--- src/rtl/lut_arbiter.sv ---
// Two-requester round-robin arbiter in front of a combinational constant LUT.
// Each granted lookup takes three cycles: grant (IDLE), LUT access (LOOKUP),
// response (RESP). Keys above KEY_MAX return 0 and raise err with the ack.
module lut_arbiter #(
  parameter int KEY_MAX = 6
) (
  input  logic       clk,
  input  logic       rst_n,
  input  logic       req0,
  input  logic [4:0] key0,
  input  logic       req1,
  input  logic [4:0] key1,
  output logic       ack0,
  output logic       ack1,
  output logic [7:0] rdata,
  output logic       err,
  output logic       lut_en,
  output logic [4:0] lut_key,
  input  logic [7:0] lut_value,
  output logic       busy,
  output logic [7:0] conflict_cnt
);

  typedef enum logic [1:0] {
    IDLE,
    LOOKUP,
    RESP
  } state_e;

  localparam logic [4:0] KEY_MAX_L = 5'(KEY_MAX);

  state_e     state_q, state_d;
  logic       gid_q, gid_d;
  logic [4:0] key_q, key_d;
  logic       last_q, last_d;
  logic [7:0] rdata_q, rdata_d;
  logic [7:0] cnt_q, cnt_d;
  logic       key_bad;

  assign key_bad      = (key_q > KEY_MAX_L);
  assign busy         = (state_q != IDLE);
  assign rdata        = rdata_q;
  assign conflict_cnt = cnt_q;

  // Next-state, grant selection and state-decoded outputs.
  always_comb begin
    state_d = state_q;
    gid_d   = gid_q;
    key_d   = key_q;
    last_d  = last_q;
    rdata_d = rdata_q;
    cnt_d   = cnt_q;
    ack0    = 1'b0;
    ack1    = 1'b0;
    err     = 1'b0;
    lut_en  = 1'b0;
    lut_key = '0;
    case (state_q)
      IDLE: begin
        if (req0 || req1) begin
          // On conflict the requester not granted last wins.
          gid_d   = (req0 && req1) ? ~last_q : req1;
          key_d   = gid_d ? key1 : key0;
          last_d  = gid_d;
          state_d = LOOKUP;
          if (req0 && req1 && (cnt_q != '1)) begin
            cnt_d = cnt_q + 8'd1;
          end
        end
      end
      LOOKUP: begin
        lut_en  = 1'b1;
        lut_key = key_q;
        rdata_d = key_bad ? '0 : lut_value;
        state_d = RESP;
      end
      RESP: begin
        ack0    = ~gid_q;
        ack1    = gid_q;
        err     = key_bad;
        state_d = IDLE;
      end
      default: state_d = IDLE;
    endcase
  end

  // State and datapath registers; last_q resets to 1 so requester 0 wins first.
  always_ff @(posedge clk or negedge rst_n) begin
    if (!rst_n) begin
      state_q <= IDLE;
      gid_q   <= 1'b0;
      key_q   <= '0;
      last_q  <= 1'b1;
      rdata_q <= '0;
      cnt_q   <= '0;
    end else begin
      state_q <= state_d;
      gid_q   <= gid_d;
      key_q   <= key_d;
      last_q  <= last_d;
      rdata_q <= rdata_d;
      cnt_q   <= cnt_d;
    end
  end

endmodule

--- config.mk ---
export PLATFORM = sky130hd
export DESIGN_NAME = lut_arbiter
export DESIGN_NICKNAME = d
export VERILOG_FILES = /design/src/rtl/lut_arbiter.sv
export SDC_FILE = /design/constraint.sdc
export NUM_CORES = 1
export LEC_CHECK = 0
export CAP_MARGIN = 20
export CORE_ASPECT_RATIO = 0.75
export CORE_MARGIN = 8
export CORE_UTILIZATION = 35
export CTS_BUF_LIST = sky130_fd_sc_hd__clkbuf_16
export CTS_CLUSTER_SIZE = 40
export DETAILED_ROUTE_END_ITERATION = 8
export PLACE_DENSITY = 0.67
export SLEW_MARGIN = 20
export SYNTH_ARGS = -nofsm -noshare
export SYNTH_HDL_FRONTEND = slang
export SYNTH_SLANG_ARGS = --single-unit
--- constraint.sdc ---
create_clock -name clk -period 3.55 [get_ports clk]
set_clock_uncertainty 0.05 [all_clocks]
set_input_delay 0.355 -clock clk [delete_from_list [all_inputs] [get_ports clk]]
set_output_delay 0.355 -clock clk [all_outputs]
set_load 0.005 [all_outputs]
==> summary.md <==
| Metric | Value |
|---|---|
| Via count | between 900 and 1,000 |
| Core Area | approximately 3300 µm² |
| Pwr Total | roughly 1.3 mW |
| Vias/cell | ~4.9 |
| Die Span Y | around 67 µm |
| Share of cells above drive strength 1 | about 13% |
| CP cell instances | nand2b_1, inv_1, and2_1, clkdlybuf4s50_1 |
| Sequential area share after synthesis | ~52% |
| Crit-path max FO | 14 |
| Sw Share | around a third |
| Synth Register Bits | 25 |
| Footprint of the multi-input gates | about 540 µm² |
| Internal power | between 800 and 900 µW |
| H-tree Lvls | 1 |
| Vias in the first global route | between 1,000 and 1,500 |
| Max cap viols | 0 |
| CTS tree | done |
| Max-slew violation count | 0 |
| Number of synthesized flops with an enable pin | 0 |
| Tot GR Track Use | 11.5% |
| GRT overflow | 0 |
| Gate power share | around 44% |
| Latest clock arrival within the worst-skew pair | between 0.2 and 0.3 ns |
| GP Congestion | 0.836 |
| CP max-delay cell | clkdlybuf4s50_1 |
| DRC | 0 |
| Switching pwr | roughly 450 µW |
| Outcome | completed |
| Commonest non-fill, non-tap cell in the layout | clkdlybuf4s50_1 |
| Hold Worst Slack | 0.0428 ns |
| Relative slew slack | 56.5% |
| Fin crit period | between 2 and 2.5 ns |
| Worst setup SP type | register |
| Total setup buffers inserted after CTS | 0 |
| Overall die area | approximately 5600 µm² |
| Setup-failing EPs final | 0 |
| Layout fillers | roughly 300 |
| Unrepaired setup endpoints after global routing | false |
| Most frequent cells in the layout | clkdlybuf4s50_1 (46), dfrtp_1 (24), nand2_1 (20) |
| Diodes inserted | 0 |
| Leakage power | slightly below 0.8 nW |
| Post-CTS resize count | 0 |
| Syn Inst Count | 114 |
| 1st-pass router iterations | 4 |
| Initial core utilization | 36.6% |
| Num Clock Sinks | 25 |
| Async set-or-reset flop fraction in the synthesized netlist | 100% |
| Actual slew at the worst max-slew pin | 0.652 ns |
| Antenna violations before repair | 0 |
| Synth unique cells | 30 |
| Number of nets in the layout | around 190 |
| Cts bufs inserted | 3 |
| Critical Path Sink Type | primary output |
| FF/Latch Area | between 600 and 700 µm² |
| Post-CTS Hold Buffers | 0 |
| Hold Crit Class | primary input to async pin |
| Final Hold Fails | 0 |
| Peak VDD IR | 0.000378 V |
| Largest net degree at the start of global routing | 26 |
| Ys Warns | 0 |
| Max incr delay on CP | just over 0.5 ns |
| Setup TNS Final | 0 ns |
| Reg power frac | roughly 38% |
| PortBufs | 47 |
| Global-route wire length before repair | roughly 5200 µm |
| Period utilization | between 60% and 70% |
| CTS root buf | clkbuf_16 |
| Crit path DAT | ~2.0 ns |
| IO Count | 48 |
| Die width | about 84 µm |
| Synth Cell Area | around 1200 µm² |
| Row count | 18 |
| Setup CP Type | register to primary output |
| Average footprint of a synthesized cell | ~11 µm² |
| PD cells | between 700 and 800 nW/µm² |
| Longest Clk Path Bufs | 2 |
| Starting DRT DRC Count | 9 |
| Critical Path RT | approximately 3.1 ns |
| Max Freq | 409 MHz |
| Synth Net Count | around 140 |
| Total Wirelength | around 3100 µm |
| Clock share of power | about a fifth |
| P&R area growth vs syn | 48.2% |
| Wire length per cell | about 16 µm |
| Synth Flop Type | dfrtp_1 |
| Antenna viol nets, final | 0 |
| HPWL after detailed placement | around 2400 µm |
| CTS clock-pin slew for the worst setup and hold paths | 0.06 ns |
power groups by stage:
stage / Combinational (mW) / Clock, mW / Sequential [mW]
detailed placement: 0.593 / 0 / 0.511
floorplan: 0.296 / 0 / 0.490
global route: 0.643 / 0.266 / 0.523
global placement: 0.579 / 0 / 0.506
CTS: 0.596 / 0.258 / 0.506
finish: 0.582 / 0.251 / 0.506
state kept, by name, summed over array words and instances (netlist names):
name,flops
state_q,2
gid_q,1
rdata,8
last_q,1
key_q,5
conflict_cnt,8
stage by stage:
stage / cell area (µm²) / setup WS, ns / cells / utilization (%)
detailed placement: 1710 / 1.33 / 198 / 51.9
finish: 1790 / 1.11 / 202 / 54.3
global placement: 1710 / 1.40 / 198 / 52.0
CTS: 1790 / 1.10 / 202 / 54.3
global route: 1790 / 0.974 / 202 / 54.3
floorplan: 1200 / 2.07 / 114 / -
synthesized netlist by cell type (all sizes together), types with 2 or more instances:
master,number,share of area [%]
a211oi,3,1.9
a21oi,3,1.2
and2,5,2.6
buf,2,0.83
dfrtp,24,50
inv,7,2.2
mux2,12,11
nand2,20,6.2
nand2b,3,1.6
nand3,10,4.2
nor2,4,1.2
xor2,3,2.2
layout make-up:
type	instances	area share (%)
clock inverters	1	0.280
repair buffers	47	26.1
flip-flops and latches	25	35.1
well taps	40	2.80
inverters	7	1.47
multi-input cells	79	30.1
clock buffers	3	4.20
critical path, delay by kind of cell (launching register included):
kind / cells / cell delay, ns
flip-flops: 1 / 0.42
buffers and inverters: 2 / 0.87
AND/OR/NAND/NOR: 2 / 0.49
cells by family (layout without fill, tap and decap cells):
| family | count (synthesis) | count (layout) | share of synthesized area, % |
|---|---|---|---|
| DFF | 25 | 25 | 52.0 |
| muxes | 13 | 13 | 12.0 |
| xor gates and xnor gates | 4 | 4 | 2.91 |
| and+or+nand+nor | 49 | 49 | 21.2 |
| adders and majority gates | 1 | 1 | 1.04 |
| buffers and inverters | 10 | 58 | 3.43 |
| AOI/OAI and AO/OA | 12 | 12 | 7.37 |
per-layer routing:
| layer | part of all wire [%] | global-route usage (%) |
|---|---|---|
| met1 | 46 | 13.9 |
| met2 | 47 | 18.0 |
| met4 | 2.5 | 6.01 |
| met5 | 0 | 0 |
| met3 | 4.6 | 3.90 |
worst paths after layout:
| check | from | end | slack, ns | depth (start not counted) |
|---|---|---|---|---|
| worst max-delay path | state_q[1] | lut_key[1] | 1.11 | 4 |
| worst min-delay path | rst_n | state_q[0] | 0.04 | 1 |
| worst max register to register | state_q[0] | conflict_cnt[6] | 1.85 | 3 |
| worst min register to register | rdata[1] | rdata[1] | 0.42 | 2 |
| max in group asynchronous | rst_n | conflict_cnt[6] | 3.02 | 1 |
| min in group clk | rdata[1] | rdata[1] | 0.42 | 2 |
Note: power is estimated with default switching activity, not from simulation.
